==> src/rtl/alu_pkg.sv <==
// rtl/alu_pkg.sv - shared constants and state encoding for the nibble-serial adder
package alu_pkg;

  localparam int NIBBLE_W = 4;

  typedef enum logic [1:0] {
    ST_IDLE = 2'd0,
    ST_RUN  = 2'd1,
    ST_DONE = 2'd2
  } state_t;

endpackage

==> src/rtl/nibble_serial_add_ctrl_if.sv <==
// rtl/nibble_serial_add_ctrl_if.sv - start/busy/done request bus between the ALU and the serial adder
interface nibble_serial_add_ctrl_if #(
  parameter int WIDTH = 16
);

  logic             start;
  logic             sub;
  logic [WIDTH-1:0] a;
  logic [WIDTH-1:0] b;
  logic             busy;
  logic             done;
  logic [WIDTH-1:0] result;
  logic             c_out;
  logic             overflow;

  modport master (
    output start, sub, a, b,
    input  busy, done, result, c_out, overflow
  );

  modport slave (
    input  start, sub, a, b,
    output busy, done, result, c_out, overflow
  );

endinterface

==> src/rtl/ripple_carry_adder_4b.sv <==
// rtl/ripple_carry_adder_4b.sv - 4-bit ripple-carry adder with carry-out and signed overflow
module ripple_carry_adder_4b (
  input  logic [3:0] a,
  input  logic [3:0] b,
  input  logic       c_in,
  output logic [3:0] sum,
  output logic       c_out,
  output logic       overflow
);

  logic c1, c2, c3, c4;

  assign sum[0] = a[0] ^ b[0] ^ c_in;
  assign c1     = (a[0] & b[0]) | (c_in & (a[0] ^ b[0]));
  assign sum[1] = a[1] ^ b[1] ^ c1;
  assign c2     = (a[1] & b[1]) | (c1 & (a[1] ^ b[1]));
  assign sum[2] = a[2] ^ b[2] ^ c2;
  assign c3     = (a[2] & b[2]) | (c2 & (a[2] ^ b[2]));
  assign sum[3] = a[3] ^ b[3] ^ c3;
  assign c4     = (a[3] & b[3]) | (c3 & (a[3] ^ b[3]));

  assign c_out    = c4;
  // Signed overflow: carry into the sign bit differs from carry out of it.
  assign overflow = c3 ^ c4;

endmodule

==> src/rtl/nibble_serial_add_ctrl.sv <==
// rtl/nibble_serial_add_ctrl.sv - WIDTH-bit add/subtract computed one nibble per clock on a shared 4-bit adder
module nibble_serial_add_ctrl
  import alu_pkg::*;
#(
  parameter int WIDTH = 16
) (
  input logic                   clk,
  input logic                   rst_n,
  nibble_serial_add_ctrl_if.slave bus
);

  localparam int NIB   = WIDTH / NIBBLE_W;
  localparam int IDX_W = (NIB > 1) ? $clog2(NIB) : 1;
  localparam logic [IDX_W-1:0] IDX_LAST = IDX_W'(NIB - 1);

  state_t              state;
  logic [IDX_W-1:0]    idx;
  logic                carry;
  logic [WIDTH-1:0]    a_reg;
  logic [WIDTH-1:0]    b_reg;
  logic [WIDTH-1:0]    result_q;
  logic                busy_q;
  logic                done_q;
  logic                c_out_q;
  logic                overflow_q;

  logic [NIBBLE_W-1:0] nib_a;
  logic [NIBBLE_W-1:0] nib_b;
  logic [NIBBLE_W-1:0] nib_sum;
  logic                nib_c;
  logic                nib_ov;

  assign nib_a = a_reg[idx*NIBBLE_W +: NIBBLE_W];
  assign nib_b = b_reg[idx*NIBBLE_W +: NIBBLE_W];

  ripple_carry_adder_4b u_adder (
    .a        (nib_a),
    .b        (nib_b),
    .c_in     (carry),
    .sum      (nib_sum),
    .c_out    (nib_c),
    .overflow (nib_ov)
  );

  // Subtraction is a + ~b + 1: B is inverted at latch time and the +1 enters as the initial carry.
  always_ff @(posedge clk or negedge rst_n) begin
    if (!rst_n) begin
      state      <= ST_IDLE;
      idx        <= '0;
      carry      <= 1'b0;
      a_reg      <= '0;
      b_reg      <= '0;
      result_q   <= '0;
      busy_q     <= 1'b0;
      done_q     <= 1'b0;
      c_out_q    <= 1'b0;
      overflow_q <= 1'b0;
    end else begin
      case (state)
        ST_IDLE: begin
          done_q <= 1'b0;
          busy_q <= 1'b0;
          if (bus.start) begin
            a_reg    <= bus.a;
            b_reg    <= bus.sub ? ~bus.b : bus.b;
            carry    <= bus.sub;
            idx      <= '0;
            result_q <= '0;
            busy_q   <= 1'b1;
            state    <= ST_RUN;
          end
        end
        ST_RUN: begin
          result_q[idx*NIBBLE_W +: NIBBLE_W] <= nib_sum;
          carry <= nib_c;
          if (idx == IDX_LAST) begin
            c_out_q    <= nib_c;
            overflow_q <= nib_ov;
            done_q     <= 1'b1;
            state      <= ST_DONE;
          end else begin
            idx <= idx + 1'b1;
          end
        end
        ST_DONE: begin
          done_q <= 1'b0;
          busy_q <= 1'b0;
          state  <= ST_IDLE;
        end
        default: begin
          done_q <= 1'b0;
          busy_q <= 1'b0;
          state  <= ST_IDLE;
        end
      endcase
    end
  end

  assign bus.busy     = busy_q;
  assign bus.done     = done_q;
  assign bus.result   = result_q;
  assign bus.c_out    = c_out_q;
  assign bus.overflow = overflow_q;

endmodule

==> src/flat_wrapper.sv <==
// flat-port wrapper written by rule: the top's interface ports become plain ports
module nibble_serial_add_ctrl_flat import alu_pkg::*;
#(
  parameter int WIDTH = 16
)
  (clk, rst_n, bus_start, bus_sub, bus_a, bus_b, bus_busy, bus_done, bus_result, bus_c_out, bus_overflow);
  nibble_serial_add_ctrl_if #(.WIDTH(WIDTH)) bus_i ();
  input logic clk;
  input logic rst_n;
  input wire logic [$bits(bus_i.start)-1:0] bus_start;
  input wire logic [$bits(bus_i.sub)-1:0] bus_sub;
  input wire logic [$bits(bus_i.a)-1:0] bus_a;
  input wire logic [$bits(bus_i.b)-1:0] bus_b;
  output wire logic [$bits(bus_i.busy)-1:0] bus_busy;
  output wire logic [$bits(bus_i.done)-1:0] bus_done;
  output wire logic [$bits(bus_i.result)-1:0] bus_result;
  output wire logic [$bits(bus_i.c_out)-1:0] bus_c_out;
  output wire logic [$bits(bus_i.overflow)-1:0] bus_overflow;
  assign bus_i.start = bus_start;
  assign bus_i.sub = bus_sub;
  assign bus_i.a = bus_a;
  assign bus_i.b = bus_b;
  assign bus_busy = bus_i.busy;
  assign bus_done = bus_i.done;
  assign bus_result = bus_i.result;
  assign bus_c_out = bus_i.c_out;
  assign bus_overflow = bus_i.overflow;
  nibble_serial_add_ctrl #(.WIDTH(WIDTH)) u_core (.clk(clk), .rst_n(rst_n), .bus(bus_i));
endmodule
==> config.mk <==
export PLATFORM = sky130hd
export DESIGN_NAME = nibble_serial_add_ctrl_flat
export DESIGN_NICKNAME = d
export VERILOG_FILES = /design/src/rtl/alu_pkg.sv /design/src/rtl/nibble_serial_add_ctrl_if.sv /design/src/rtl/ripple_carry_adder_4b.sv /design/src/rtl/nibble_serial_add_ctrl.sv /design/src/flat_wrapper.sv
export SDC_FILE = /design/constraint.sdc
export NUM_CORES = 1
export LEC_CHECK = 0
export ABC_AREA = 1
export CAP_MARGIN = 20
export CORE_ASPECT_RATIO = 1.25
export CORE_MARGIN = 5
export CORE_UTILIZATION = 45
export DETAILED_ROUTE_END_ITERATION = 10
export PLACE_DENSITY = 0.73
export REMOVE_ABC_BUFFERS = 1
export SETUP_SLACK_MARGIN = 0.5
export SYNTH_ARGS = -nofsm -noshare
export SYNTH_HDL_FRONTEND = slang
export SYNTH_HIERARCHICAL = 1
export SYNTH_SLANG_ARGS = --single-unit
==> constraint.sdc <==
create_clock -name clk -period 3.6 [get_ports clk]
set_input_delay 0.72 -clock clk [delete_from_list [all_inputs] [get_ports clk]]
set_output_delay 0.72 -clock clk [all_outputs]
set_load 0.005 [all_outputs]
==> impl_metrics.tcl, run 1 <==
set metrics [dict create \
    status "finished, final reports clean" \
    fmax_ghz 0.343 \
    ys_warn_count 6 \
    synth.distinct_cells 22 \
    crit_fanout 7 \
    diodes 0 \
    worstPathRequired_ns 3.87 \
    ant_nets 0 \
    wl_per_cell_um 12.5 \
    setup_viol 0 \
    place.gp.congestion 0.872 \
    cts-root-buf "clkbuf_8" \
    drc 0 \
    start_util_pct 46.0 \
    synthTopCellsByArea "dfrtp_1 47%, nand2_1 20%, xor2_1 4.7%" \
    nets 493 \
    synth_top_area_share_pct 47.5 \
    cp-end-kind "flip-flop" \
    drive_above_1_share_pct 11.4 \
    synth_top_area_cell "dfrtp_1" \
    gr-usage-all-layers_pct 16.3 \
    rsz0062_at_grt "no" \
    grt-ovfl-total 0 \
    num_vias 2571 \
    finalHoldViolations 0 \
    detail_route.vias_per_cell 4.80 \
    post-route-cell-area_um2 3890 \
    syn2layout_area_growth_pct 29.4 \
    arrival_ns 3.18 \
    slew_headroom_pct 40.3 \
    hpwl_um 4660 \
    dr.pass1.iters 5 \
    crit_type "reg -> reg" \
    num_rows 33 \
    post_synth.cell_area_avg_um2 7.99 \
    p_per_area_nw_per_um2 914 \
    core-area_um2 6520 \
    hold_class "in -> async" \
    crit_path_start_kind "flip-flop" \
    cts.sinks 57 \
    maxCapViolCount 0 \
    clk_pin_slew_ns 0.06 \
    p_leak_nw 2.04 \
    min_period_ns 2.91 \
    grt_max_degree 49 \
    grt_pass1_wl_um 10900 \
    grt_pass1_vias 2426 \
    synthCells 376 \
    die_h_um 101 \
    finClkSkew_ns 0.00523 \
    synth_seq_cells 57 \
    drtIter0Drc 115 \
    cts_max_path_buffers 2 \
    fin_crit_sh_pct 80.9 \
    place_area_um2 3570 \
    wirelength_um 6700 \
    io_buffers 55 \
    worst_pin_slew_ns 0.893 \
    finalSetupTns_ns 0 \
    cts-htree-levels 3 \
    antenna_found_initial 0 \
    synthesis.area_um2 3000 \
    dieArea_um2 8420 \
    slew_violations 0 \
    pin_count 56 \
    fp.dieW_um 83.1 \
    cts_inserted_buffers 9 \
    vdd_drop_max_v 0.000362 \
    worstSkewPairLatency_ns 0.34 \
    seq_area_frac_synth_pct 47.5 \
    cts_tree "done" \
]
[power breakdown]
part / switching [W] / internal, W / leakage, nW
clock network: 0.000227 / 0.000295 / 0.0875
registers: 0.000186 / 0.000923 / 0.729
logic: 0.00110 / 0.000827 / 1.22
[cells in the mapped netlist (all sizes together)]
cell and instances:
dfrtp 57, inv 31, fa 4, nor2 36
buf 13, clkinv 1, nand4 2, nand2 162
ha 6, o21ai 12, clkbuf 3, nand3 25
xor2 16, o211ai 8
[logic make-up (layout without fill, tap and decap cells)]
group	after synthesis	count (layout)	synth area share, %
AOI/OAI and AO/OA	20	20	4.00
buffers and inverters	48	121	8.16
adders and majority gates	10	10	5.16
xor gates and xnor gates	16	16	4.66
DFF	57	57	47.5
and+or+nand+nor	225	225	30.5
[per-stage QoR]
| stage | util [%] | hold WS, ns | worst slack, ns | power (W) | cells |
|---|---|---|---|---|---|
| floorplan | - | 0.424 | 0.373 | 0.00221 | 360 |
| global placement | 54.7 | 0.459 | 0.586 | 0.00278 | 507 |
| detailed placement | 54.7 | 0.462 | 0.495 | 0.00282 | 507 |
| CTS | 57.4 | 0.478 | 0.519 | 0.00336 | 520 |
| global route | 59.6 | 0.498 | 0.447 | 0.00387 | 536 |
| finish | 59.6 | 0.463 | 0.687 | 0.00355 | 536 |
[cell usage in the layout (no fill, tap or decap), drive strengths merged]
cell type and count:
clkinvlp 3, nand2 162, clkbuf 13, nand3 25, o211ai 8, xor2 16
nor2 36, nand4 2, dfrtp 57, buf 21, fa 4, o21ai 12
inv 30, ha 6, clkdlybuf4s50 54
[layout make-up]
type                            instances  area, um2
Clock buffer                           13        169
Fill cell                             610       2640
Inverter                               32        128
Multi-Input combinational cell        271       1340
Sequential cell                        57       1430
Tap cell                               87        109
Timing Repair Buffer                   75        707
Timing Repair inverter                  1       5.00
[path summary, 6_finish.rpt]
kind / start / end / slack, ns / depth (start not counted)
setup / recovery: u_core/idx[1] / u_core/bus.result[7] / 0.69 / 17
setup reg to reg: u_core/idx[1] / u_core/bus.result[7] / 0.69 / 17
min in group clk: u_core/b_reg[13] / u_core/b_reg[13] / 0.47 / 2
max in group asynchronous: rst_n / u_core/b_reg[15] / 2.37 / 2
hold / removal: rst_n / u_core/bus.result[13] / 0.46 / 1
hold reg to reg: u_core/b_reg[13] / u_core/b_reg[13] / 0.47 / 2
[repair_timing]
item                       CTS  global route
hold endpoints to repair     0             0
buffers inserted             0            15
hold buffers                 0             0
gates cloned                 0             1
setup endpoints to repair    2             5
resized for setup            1            11
pin swaps                    0             1
[layer usage]
layer / vias up / GRT usage [%] / wire [um]
met4: 0 / 6.54 / 123
met2: 78 / 28.5 / 3480
met3: 13 / 5.21 / 424
met5: - / 0 / 0
li1: 1289 / - / -
met1: 1191 / 18.6 / 2680
[worst max-delay path: stages, from the launching register on]
cell and delay (ns):
dfrtp_2 0.39, clkinvlp_4 0.17, buf_4 0.19, nor2_1 0.12, o21ai_0 0.10, nand2_1 0.11
fa_2 0.20, inv_1 0.04, fa_1 0.35, inv_1 0.08, fa_2 0.20, inv_2 0.05
fa_1 0.46, inv_2 0.07, nand2_1 0.07, nor2_2 0.12, nand2_1 0.06, nand2_1 0.06
No activity file was read; power rests on OpenSTA's default activity.
==> run 2: changes to the inputs <==
Clock period 3.6 ns to 2.87 ns, I/O delays scaled along.
==> impl_metrics.tcl, run 2 (synthesized netlist as in run 1, its figures left out) <==
set metrics [dict create \
    arrival_ns 3.15 \
    grtUsageMet1_pct 19.3 \
    worstSkewPairLatency_ns 0.33 \
    fillCellCount 613 \
    met2_usage_pct 29.7 \
    drive_above_1_share_pct 14.2 \
    setup_viol 1 \
    num_vias 2551 \
    slew_headroom_pct 57.5 \
    hold_class "in -> async" \
    dr.pass1.iters 4 \
    io_buffers 55 \
    rsz0062_at_grt "yes" \
    dieArea_um2 8420 \
    grt.busiest_layer "met2" \
    drtIter0Drc 165 \
    maxCapViolCount 0 \
    worstPathRequired_ns 3.14 \
    pin_count 56 \
    cts_max_path_buffers 2 \
    status "finished with violations" \
    p_leak_nw 2.06 \
    die_h_um 101 \
    finClkSkew_ns 0.00353 \
    p_per_area_nw_per_um2 1210 \
    gr-usage-all-layers_pct 17.5 \
    drc 0 \
    finalWorstSetupSlack_ns -0.00589 \
    final_core_util_pct 60.4 \
    cts-root-buf "clkbuf_8" \
    antenna_found_initial 0 \
    slew_violations 0 \
    min_period_ns 2.88 \
    wl_per_cell_um 12.5 \
    detail_route.vias_per_cell 4.73 \
    wirelength_um 6710 \
    hpwl_um 4770 \
    core-area_um2 6520 \
    worst_pin_slew_ns 0.637 \
    diodes 0 \
    finalHoldViolations 0 \
    crit_fanout 5 \
    ant_nets 0 \
    start_util_pct 46.0 \
    use_met3_pct 4.56 \
    cts.sinks 57 \
    num_rows 33 \
    place.gp.congestion 0.893 \
    grt-ovfl-total 0 \
    final_cell_mix "158 x nand2_1, 56 x dfrtp_1, 54 x clkdlybuf4s50_1" \
    crit_path_start_kind "flip-flop" \
    cp-end-kind "flip-flop" \
    fin_crit_sh_pct 100 \
    grt_pass1_vias 2619 \
    nets 496 \
    cts-htree-levels 3 \
    syn2layout_area_growth_pct 31.2 \
    vdd_drop_max_v 0.000558 \
    fp.dieW_um 83.1 \
    grt_max_degree 37 \
    grt_pass1_wl_um 11600 \
    cts_tree "done" \
    clk_pin_slew_ns 0.06 \
    fin_worst_hold_slack_ns 0.263 \
    fmax_ghz 0.348 \
    layout_commonest_cell "nand2_1" \
    cts_inserted_buffers 9 \
    crit_type "reg -> reg" \
    failed_checks "negative setup slack" \
]
==> run 2: changes by cell type in the layout (fill, tap and decap cells not counted), sizes merged <==
cell      delta
buf          +3
clkinvlp     -2
inv          +1
clkinv       +1
==> run 2: final timing paths <==
check | start | endpoint | slack (ns) | cells past startpoint
max | u_core/idx[0] | u_core/bus.result[15] | -0.006 | 15
min | rst_n | u_core/b_reg[9] | 0.26 | 1
max reg2reg | u_core/idx[0] | u_core/bus.result[15] | -0.006 | 15
min reg2reg | u_core/bus.busy | u_core/bus.busy | 0.47 | 2
max in group asynchronous | rst_n | u_core/b_reg[8] | 2.02 | 2
min in group clk | u_core/bus.busy | u_core/bus.busy | 0.47 | 2
==> run 2: layout make-up <==
type | instances | area [um2] | share of cell area, %
flip-flops and latches | 57 | 1430 | 36.2
multi-input cells | 271 | 1360 | 34.6
repair buffers | 78 | 746 | 18.9
clock buffers | 13 | 169 | 4.28
inverters | 32 | 121 | 3.08
well taps | 87 | 109 | 2.76
repair inverters | 1 | 7.51 | 0.190
==> run 2: power breakdown <==
group	internal [W]	leakage [nW]	switching, W
clock	0.000369	0.0875	0.000280
sequential	0.00116	0.730	0.000219
combinational	0.00123	1.24	0.00153
==> run 2: what timing repair did <==
item | 4_1_cts | 5_1_grt
buffers inserted | 10 | 1
hold buffers | 0 | 0
cloned | 1 | 0
endpoints found under the setup margin | 11 | 11
resized for setup | 19 | 8
pin swaps | 9 | 6
==> run 2: worst max-delay path, stage by stage (launching register included) <==
cell and delay [ns]:
dfrtp_2 0.43, clkinvlp_4 0.14, o211ai_1 0.17, nand2_1 0.11, fa_2 0.39, inv_2 0.06
fa_2 0.19, inv_2 0.04, fa_2 0.34, inv_2 0.08, fa_2 0.44, inv_2 0.10
nand2_4 0.07, nor2_4 0.12, nand2_1 0.06, nand2_1 0.07
==> run 2: per-layer routing <==
layer  routed length (um)  part of all wire [%]  vias up
li1                     -                     -     1303
met1                 2710                    40     1147
met2                 3350                    50       78
met3                  357                   5.3       23
met4                  292                   4.4        0
met5                    0                     0        -
==> run 2: per-stage QoR <==
step | instances | area (um2) | power (W) | setup TNS, ns | setup WS [ns]
after global routing | 539 | 3940 | 0.00526 | -0.726 | -0.169
final | 539 | 3940 | 0.00478 | -0.00589 | -0.00589
after CTS | 538 | 3920 | 0.00463 | 0 | 0.107
after floorplan | 360 | 2880 | 0.00277 | -1.41 | -0.357
after detailed placement | 514 | 3640 | 0.00360 | -0.280 | -0.0960
after global placement | 514 | 3640 | 0.00356 | 0 | 0.0317
==> run 3: changes to the inputs <==
Settings changed: PLACE_DENSITY 0.73 to 0.74, SYNTH_HIERARCHICAL 1 to default.
==> impl_metrics.tcl, run 3 <==
set metrics [dict create \
    status "finished, final reports clean" \
    p_leak_nw 2.02 \
    fillCellCount 590 \
    die_h_um 101 \
    cts_inserted_buffers 9 \
    slowest_stage "fa_2" \
    synth_top_area_share_pct 48.3 \
    crit_path_start "u_core.idx[0]" \
    vdd_drop_max_v 0.000593 \
    synthTopCellsByArea "dfrtp_1 48%, nand2_1 23%, xor2_1 4.7%" \
    ant_nets 0 \
    worst_pin_slew_ns 0.703 \
    total_power_w 0.00448 \
    clk_pin_slew_ns 0.06 \
    worstPathRequired_ns 3.10 \
    final_cell_mix "176 x nand2_1, 57 x dfrtp_1, 54 x clkdlybuf4s50_1" \
    p_int_w 0.00261 \
    diodes 0 \
    grt-ovfl-total 0 \
    place_area_um2 3570 \
    cts_hold_buffers 0 \
    slew_headroom_pct 53.2 \
    finClkSkew_ns 0.00407 \
    cts-root-buf "clkbuf_8" \
    dr.pass1.iters 4 \
    ys_warn_count 0 \
    num_rows 33 \
    fp.dieW_um 82.4 \
    wl_per_cell_um 12.6 \
    nets 478 \
    worstSkewPairLatency_ns 0.34 \
    hpwl_um 4740 \
    detail_route.vias_per_cell 4.75 \
    cp-end-kind "flip-flop" \
    pre_cts_ws_ns 0.140 \
    grt_max_degree 58 \
    finalHoldViolations 0 \
    reg2reg_slack_ns 0.25 \
    fin_worst_hold_slack_ns 0.364 \
    pin_count 56 \
    worstReg2RegEnd "u_core.bus.result[3]" \
    crit_type "reg -> reg" \
    post-route-cell-area_um2 3890 \
    core-area_um2 6480 \
    final_core_util_pct 60.1 \
    maxCapViolCount 0 \
    cp-endpoint "u_core.bus.result[3]" \
    min_period_ns 2.62 \
    wirelength_um 6600 \
    slew_violations 0 \
    clkPwrFrac_pct 14.7 \
    dieArea_um2 8290 \
    layout_commonest_cell "nand2_1" \
    io_buffers 55 \
    seq_area_um2 1430 \
    synth_seq_cells 57 \
    path_cells "inv_2 > nand2_2 > nand3_2 > nand2_2 > fa_2 > inv_2 > fa_2 > inv_2 > fa_2 > inv_2 > fa_2 > buf_4 > nand3_2 > nand2_1" \
    finalWorstSetupSlack_ns 0.253 \
    fmax_ghz 0.382 \
    place.gp.congestion 0.861 \
    synth_edf_count 0 \
    seq_area_frac_synth_pct 48.3 \
    num_vias 2497 \
    crit_fanout 6 \
    multi_input_area_um2 1390 \
    r2r_cells 14 \
    power.switching_w 0.00187 \
    cts-htree-levels 3 \
    p_per_area_nw_per_um2 1150 \
    synthesis.area_um2 2950 \
    antenna_found_initial 0 \
    synth_top_area_cell "dfrtp_1" \
    drtIter0Drc 100 \
    post_synth.cell_area_avg_um2 8.13 \
    synth.distinct_cells 26 \
    switching_share_pct 41.7 \
    cts_tree "done" \
    arrival_ns 2.85 \
    drc 0 \
    seqPwrFrac_pct 30.3 \
    gr-usage-all-layers_pct 17.7 \
    rsz0062_at_grt "yes" \
    yosysMostFrequentCell "nand2_1" \
    synthCells 363 \
    worstReg2RegStart "u_core.idx[0]" \
    p_comb_share_pct 55.1 \
    hold_class "in -> async" \
    fin_crit_sh_pct 91.2 \
    syn2layout_area_growth_pct 32.0 \
    drive_above_1_share_pct 15.0 \
    cts.sinks 57 \
    synthArstFlopShare_pct 100 \
    critPathMaxStageDelay_ns 0.46 \
    grt_pass1_vias 2500 \
    ys.flop_type "dfrtp_1" \
    cts_max_path_buffers 2 \
    setup_viol 0 \
    grt_pass1_wl_um 11100 \
    start_util_pct 45.5 \
    yosys-top-cells-count "184 x nand2_1, 57 x dfrtp_1, 23 x inv_1, 23 x nand3_1, 16 x xor2_1" \
    crit_path_start_kind "flip-flop" \
]
## run 3: changes by cell type in the layout (fill, tap and decap cells not counted), sizes merged, moves of 2 or more
cell | previous run | this run
clkinv | 1 | 4
nor2 | 36 | 14
buf | 24 | 20
inv | 31 | 24
ha | 6 | 4
nand2 | 162 | 186
nor3 | 0 | 2
o21ai | 12 | 4
## run 3: repair_timing
| action | CTS | global route |
|---|---|---|
| cloned | 0 | 0 |
| gates resized for setup | 21 | 7 |
| hold endpoints to repair | 0 | 0 |
| setup buffers | 7 | 2 |
| setup endpoints to repair | 10 | 10 |
| pin swaps | 13 | 5 |
## run 3: logic make-up (layout without fill, tap and decap cells)
kind of cell             Yosys count  after routing  synth area share [%]
buffers and inverters             39            115                  6.95
flip-flops                        57             57                  48.3
XOR/XNOR                          17             17                  5.04
adder cells (fa/ha/maj)            8              8                  4.41
AO/OA/AOI/OAI                     13             13                  2.97
AND/OR/NAND/NOR                  229            229                  32.3
## run 3: power by group through the flow
stage	Sequential, W	Clock, W	Combinational [W]
global route	0.00139	0.000706	0.00276
detailed placement	0.00136	0	0.00205
global placement	0.00135	0	0.00197
floorplan	0.00133	0	0.00132
finish	0.00136	0.000658	0.00247
CTS	0.00135	0.000674	0.00238
## run 3: metal layers
layer	GRT usage, %	wire, um	vias up
met1	19.7	2630	1148
li1	-	-	1259
met5	0	0	-
met2	30.1	3410	71
met3	4.74	353	19
met4	9.59	204	0
## run 3: critical path, delay by kind of cell, from the launching register on
kind                       cells  cell delay [ns]
adders and majority gates      4             1.31
buffers and inverters          5             0.47
DFF                            1             0.41
and+or+nand+nor                5             0.31
## run 3: stage by stage
step,cells,setup TNS (ns)
after floorplan,349,-0.929
after global placement,501,0
after detailed placement,501,0
after CTS,524,0
after global routing,526,0
final,526,0
## run 3: worst min-delay path by stage
stage                     startpoint               endpoint  cells past startpoint
2_1_floorplan                  rst_n        u_core.a_reg[0]                      0
3_3_place_gp   u_core.bus.result[14]  u_core.bus.result[14]                      2
3_5_place_dp   u_core.bus.result[13]  u_core.bus.result[13]                      2
4_1_cts                        rst_n        u_core.a_reg[9]                      2
5_1_grt                        rst_n        u_core.a_reg[3]                      2
6_report                       rst_n        u_core.a_reg[3]                      2
## run 3: cell type report
type                    instances  area share [%]
clock buffers                  13            4.08
clock inverters                 3           0.385
flip-flops and latches         57            36.6
multi-input cells             267            35.6
well taps                      87            2.79
inverters                      25            2.51
repair buffers                 74            18.1
